===== src/rtl/rwt_sample_stream_arbiter.sv =====
// Packet-granular round-robin arbiter that funnels several sample streams
// into one unpack datapath through a single registered output stage.
module rwt_sample_stream_arbiter #(
    parameter int NUM_PORTS = 2,
    parameter int UWIDTH    = 1,
    parameter int SRCW      = 2
) (
    input  logic                        clk,
    input  logic                        aresetn,
    input  logic [NUM_PORTS-1:0]        port_en,
    input  logic [NUM_PORTS-1:0]        s_axi_valid,
    output logic [NUM_PORTS-1:0]        s_axi_ready,
    input  logic [4*NUM_PORTS-1:0]      s_axi_enables,
    input  logic [64*NUM_PORTS-1:0]     s_axi_data,
    input  logic [UWIDTH*NUM_PORTS-1:0] s_axi_user,
    input  logic [NUM_PORTS-1:0]        s_axi_last,
    input  logic                        m_axi_ready,
    output logic                        m_axi_valid,
    output logic [3:0]                  m_axi_enables,
    output logic [63:0]                 m_axi_data,
    output logic [UWIDTH-1:0]           m_axi_user,
    output logic                        m_axi_last,
    output logic [SRCW-1:0]             m_axi_src,
    output logic                        busy,
    output logic [SRCW-1:0]             grant
);

    typedef enum logic {
        IDLE,
        LOCKED
    } state_t;

    state_t                state;
    logic [SRCW-1:0]       rr_ptr;
    logic [SRCW-1:0]       nxt_ptr;
    logic [NUM_PORTS-1:0]  req;
    logic                  found;
    logic [SRCW-1:0]       pick;
    logic                  lo_hit;
    logic                  hi_hit;
    logic [SRCW-1:0]       lo_pick;
    logic [SRCW-1:0]       hi_pick;

    logic                  g_valid;
    logic [3:0]            g_enables;
    logic [63:0]           g_data;
    logic [UWIDTH-1:0]     g_user;
    logic                  g_last;
    logic                  out_free;
    logic                  accept;
    logic                  keep;

    // First requester at or above rr_ptr, else wrap to the lowest requester.
    always_comb begin
        req     = s_axi_valid & port_en;
        lo_hit  = 1'b0;
        hi_hit  = 1'b0;
        lo_pick = '0;
        hi_pick = '0;
        for (int k = NUM_PORTS - 1; k >= 0; k--) begin
            if (req[k]) begin
                lo_hit  = 1'b1;
                lo_pick = SRCW'(k);
            end
            if (req[k] && (SRCW'(k) >= rr_ptr)) begin
                hi_hit  = 1'b1;
                hi_pick = SRCW'(k);
            end
        end
        found = lo_hit;
        pick  = hi_hit ? hi_pick : lo_pick;
    end

    always_comb begin
        g_valid   = 1'b0;
        g_enables = '0;
        g_data    = '0;
        g_user    = '0;
        g_last    = 1'b0;
        for (int k = 0; k < NUM_PORTS; k++) begin
            if (grant == SRCW'(k)) begin
                g_valid   = s_axi_valid[k];
                g_enables = s_axi_enables[4*k +: 4];
                g_data    = s_axi_data[64*k +: 64];
                g_user    = s_axi_user[UWIDTH*k +: UWIDTH];
                g_last    = s_axi_last[k];
            end
        end
    end

    always_comb begin
        out_free    = ~m_axi_valid | m_axi_ready;
        s_axi_ready = '0;
        for (int k = 0; k < NUM_PORTS; k++) begin
            s_axi_ready[k] = (state == LOCKED) && (grant == SRCW'(k)) && out_free;
        end
        accept  = (state == LOCKED) && g_valid && out_free;
        keep    = (g_enables != 4'h0) || g_last;
        nxt_ptr = (int'(grant) == NUM_PORTS - 1) ? '0 : grant + 1'b1;
    end

    assign busy = (state == LOCKED);

    always_ff @(posedge clk) begin
        if (!aresetn) begin
            state         <= IDLE;
            rr_ptr        <= '0;
            grant         <= '0;
            m_axi_valid   <= 1'b0;
            m_axi_enables <= '0;
            m_axi_data    <= '0;
            m_axi_user    <= '0;
            m_axi_last    <= 1'b0;
            m_axi_src     <= '0;
        end else begin
            if (m_axi_ready) begin
                m_axi_valid <= 1'b0;
            end
            unique case (state)
                IDLE: begin
                    if (found) begin
                        grant <= pick;
                        state <= LOCKED;
                    end
                end
                LOCKED: begin
                    // Empty non-last beats are consumed but never reach the unpacker.
                    if (accept && keep) begin
                        m_axi_valid   <= 1'b1;
                        m_axi_enables <= g_enables;
                        m_axi_data    <= g_data;
                        m_axi_user    <= g_user;
                        m_axi_last    <= g_last;
                        m_axi_src     <= grant;
                    end
                    if (accept && g_last) begin
                        state  <= IDLE;
                        rr_ptr <= nxt_ptr;
                    end
                end
            endcase
        end
    end

endmodule


===== config.mk =====
export PLATFORM = sky130hd
export DESIGN_NAME = rwt_sample_stream_arbiter
export DESIGN_NICKNAME = d
export VERILOG_FILES = /design/src/rtl/rwt_sample_stream_arbiter.sv
export SDC_FILE = /design/constraint.sdc
export NUM_CORES = 1
export LEC_CHECK = 0
export CAP_MARGIN = 0
export CORE_UTILIZATION = 30
export CTS_CLUSTER_SIZE = 10
export DETAILED_ROUTE_END_ITERATION = 6
export HOLD_SLACK_MARGIN = 0.15
export PLACE_DENSITY = 0.65
export SYNTH_ARGS = -nofsm -noshare
export SYNTH_HDL_FRONTEND = slang
export SYNTH_SLANG_ARGS = --single-unit

===== constraint.sdc =====
create_clock -name clk -period 2.25 [get_ports clk]
set_input_delay 0.3375 -clock clk [delete_from_list [all_inputs] [get_ports clk]]
set_output_delay 0.3375 -clock clk [all_outputs]
set_load 0.01 [all_outputs]

# Word level (Yosys, flattened, before mapping)
# Index checks and enable logic that the tools add are counted.
[word_totals]
regBits = 78
input_bits = 147
output_inout_bits = 78
[classes]
addsub = 1
magnitude_cmp = 2
n_eq_ne = 2
mux = 26
bitwise = 4
n_reduce_logical = 16
[ops]
columns = ["op", "count"]
rows = [
  ["2-to-1 mux 64 bit", 2],
  ["2-to-1 mux 1 bit", 19],
  ["logical AND 1 bit", 10],
  ["2-to-1 mux 4 bit", 2],
  ["AND reduction 2 bit", 3],
  [">= comparator 1 x 2 -> 1 bit (first input constant)", 2],
  ["2-to-1 mux 2 bit", 2],
  ["nonzero test 4 bit", 1],
  ["adder 2 x 1 -> 2 bit (second input constant)", 1],
  ["bitwise AND 2 bit", 1],
  ["equality test 2 x 1 -> 1 bit (second input constant)", 1],
  ["equality test 2 bit (second input constant)", 1],
  ["logical NOT 2 bit", 1],
  ["NOT 1 bit", 2],
  ["case mux 1 bit (2 select lines)", 1],
  ["logical OR 1 bit", 1],
  ["bitwise OR 1 bit", 1],
]

# Depth between registers and ports, before layout
[logic_depth]
word_depth = 8
mapped_depth = 7

# Worst setup path before layout
# No wires, ideal clock.
[synth_timing]
path_type = "register to output"
start = "reg grant[0]"
end = "out s_axi_ready[1]"
arrival_ns = 1.464
slack_ns = 0.448
stages_incl_launch_ff = 6
n_path_buf = 4
path_cell_list = "dfxtp_1 buf_4 buf_2 buf_2 clkbuf_1 and3_1"
[synth_between]
elab_chain_len = 3
[synth_lines]
columns = ["element", "line", "rtl"]
rows = [
  ["start, declared", "25", "output logic [SRCW-1:0] grant"],
  ["start signal, assigned", "122", "grant <= pick;"],
  ["equality test 2 x 1 -> 1 bit", "95", "s_axi_ready[k] = (state == LOCKED) && (grant == SRCW'(k)) && out_free;"],
  ["logical AND 1 bit (2 in series)", "95", ""],
  ["end, declared", "12", "output logic [NUM_PORTS-1:0] s_axi_ready,"],
]
# No other way between the ends.

# Worst setup path after layout
[layout_timing]
start = "in m_axi_ready"
end = "out s_axi_ready[1]"
[layout_between]
elab_chain_len = 2
[layout_lines]
columns = ["element", "line", "rtl"]
rows = [
  ["start, declared", "17", "input logic m_axi_ready,"],
  ["bitwise OR 1 bit", "92", "out_free = ~m_axi_valid | m_axi_ready;"],
  ["logical AND 1 bit", "95", ""],
]
# No other way between the ends.

==> impl_metrics.yaml <==
routing:
  totalWireLength_mm: 12.5
  vias: 3962
  post_drt_wl_per_cell_um: 15.2
  ant_nets: 0
  vias_per_cell: 4.83
  drc_errors: 0
  drtIter0Drc: 117
  firstDrtPassIters: 4
grt:
  grt.overflow.total: 0
  antenna_found_initial: 0
  grt_use_total: 0.180
  grt_pass1_vias: 3945
  grt_max_degree: 52
  grt_pass1_wl_mm: 20.0
cts:
  clock_latency_ns: 0.33
  cts_hold_buffers: 0
  clock-sinks: 75
  postCtsResizedCells: 0
  clk_path_buf_depth: 2
  htreeDepth: 3
  cts_buffers: 9
  cts_setup_buffers: 0
  clkTransAtPathRegs_ns: 0.05
  cts_tree: "yes"
  cts_root_buffer: "clkbuf_16"
min_path:
  hp-class: "reg2reg"
  hold_depth: 2
power_and_ir_drop:
  p_sw_mw: 1.01
  internal-power_mw: 2.77
  ir_worst_vdd_uv: 372
  p_per_area_nw_per_um2: 567
  switching_share: 0.268
  p_seq_frac: 0.396
  pwr-share-clk: 0.342
  p_comb_frac: 0.263
  total_power_mw: 3.78
  leakagePower_nw: 2.25
critical_path:
  worstSetupEndpointType: "output pin"
  crit_type: "in2out"
  cp-start-kind: "primary input"
  required_ns: 1.91
  worstPathArrival_ns: 1.71
  reg2reg_depth: 6
  cp_max_fo: 5
place:
  place_ws_ns: -0.0283
  io_buffers: 222
  dp_hpwl_mm: 9.42
  gp_congestion: 0.785
yosys:
  synth-edff-count: 0
  ys_seq_area_frac: 0.375
  synth_area_leader_cell: "dfxtp_1"
  synth_warnings: 0
  async_reset_ff_frac: 0
  synth_seq_cells: 75
  synth_cells: 439
  synth.most_common_cell: "dfxtp_1"
  ys_top_cells_by_area: "dfxtp_1 38%, a211oi_1 13%, a221oi_2 11%, nor2b_1 11%, a221oi_1 7.9%"
  synth_cell_types: 36
  syn_avg_cell_area_um2: 9.11
  synth_ff_type: "dfxtp_1"
  synth_commonest_cells: "75 x dfxtp_1, 68 x nor2b_1, 67 x a211oi_1"
  syn-cell-area_um2: 4000
  synth_top_area_frac: 0.375
timing:
  hold_viol: 0
  fmax_mhz: 488
  fin_crit_ns: 2.05
  whs_ns: 0.462
  finalClockSkew_ns: 0.00711
  slew_violations: 0
  setup_slack_ns: 0.203
  rsz0062_at_grt: "false"
  setup_viol: 0
  tns_ns: 0
  period_share: 0.910
die:
  die_w_um: 117
  num_io_pins: 225
  initial_core_util: 0.312
  rows: 41
  die_area_um2: 13800
  core_area_um2: 12800
  dieHeight_um: 117
job:
  maxCapViolations: 0
layout:
  syn2layout_area_growth_pct: 66.8
  diodes: 0
  nets: 790
  drive_gt1_frac: 0.113
status:
  status: "complete, no violations"
[per-layer routing]
| layer | global-route usage | routed length (um) | up-vias |
|---|---|---|---|
| met2 | 0.330 | 6330 | 129 |
| met4 | 0.0633 | 224 | 0 |
| met1 | 0.199 | 5120 | 1810 |
| met5 | 0 | 0 | - |
| li1 | - | - | 2009 |
| met3 | 0.0484 | 786 | 14 |
[through the flow]
step | utilization | area, um^2 | instances
after floorplan | - | 4000 | 440
after global placement | 0.499 | 6400 | 804
after detailed placement | 0.499 | 6400 | 804
after CTS | 0.520 | 6670 | 820
after global routing | 0.520 | 6670 | 820
final | 0.520 | 6670 | 820
[cells in the final DEF (no fill, tap or decap), types with 3 or more instances in the layout]
master	count
a221oi_1	36
nor2_1	6
o21ai_0	3
buf_12	4
a21oi_1	7
nand2_1	9
clkdlybuf4s50_1	222
a211oi_1	67
dfxtp_1	74
inv_1	66
clkbuf_16	9
a221oi_2	30
buf_4	14
nor2b_1	68
[layout make-up]
cell class / instances / area (um^2)
well taps: 172 / 215
clock buffers: 10 / 229
fillers: 1181 / 6150
inverters: 67 / 251
multi-input cells: 250 / 2020
repair buffers: 240 / 2410
clock inverters: 6 / 40.0
flip-flops and latches: 75 / 1510
[cell families (layout without fill, tap and decap cells)]
| group | after synthesis | in the layout | share of synthesized area |
|---|---|---|---|
| compound gates | 151 | 151 | 0.348 |
| other cells | 1 | 2 | 0.000937 |
| buf+inv | 115 | 323 | 0.122 |
| flops | 75 | 75 | 0.375 |
| simple gates | 93 | 93 | 0.143 |
| mux | 4 | 4 | 0.0106 |
[power by group through the flow]
stage / clock, mW / sequential (mW) / combinational, mW
finish: 1.29 / 1.50 / 0.993
detailed placement: 0 / 1.53 / 1.00
global placement: 0 / 1.52 / 0.986
CTS: 1.34 / 1.50 / 1.00
global route: 1.41 / 1.51 / 1.07
floorplan: 0 / 1.56 / 0.396
[registers in the layout, summed over array words and instances, names as in the netlist]
register and cells:
m_axi_data 64, m_axi_enables 4, busy 1, grant 1, m_axi_last 1, m_axi_src 1
m_axi_user 1, m_axi_valid 1, rr_ptr 1
[worst max-delay path, stage by stage]
cell and delay [ns]:
clkdlybuf4s50_1 0.45, nand2b_1 0.21, and3_1 0.18, clkdlybuf4s50_1 0.53
[worst paths after layout]
kind	startpoint	slack, ns	end
setup / recovery	m_axi_ready	0.20	s_axi_ready[1]
hold / removal	m_axi_data[59]$_SDFFE_PN0P_	0.46	m_axi_data[59]$_SDFFE_PN0P_
setup reg to reg	grant[0]$_SDFFE_PN0P_	0.28	m_axi_data[22]$_SDFFE_PN0P_
hold reg to reg	m_axi_data[59]$_SDFFE_PN0P_	0.46	m_axi_data[59]$_SDFFE_PN0P_
Note: power is estimated with default switching activity, not from simulation.
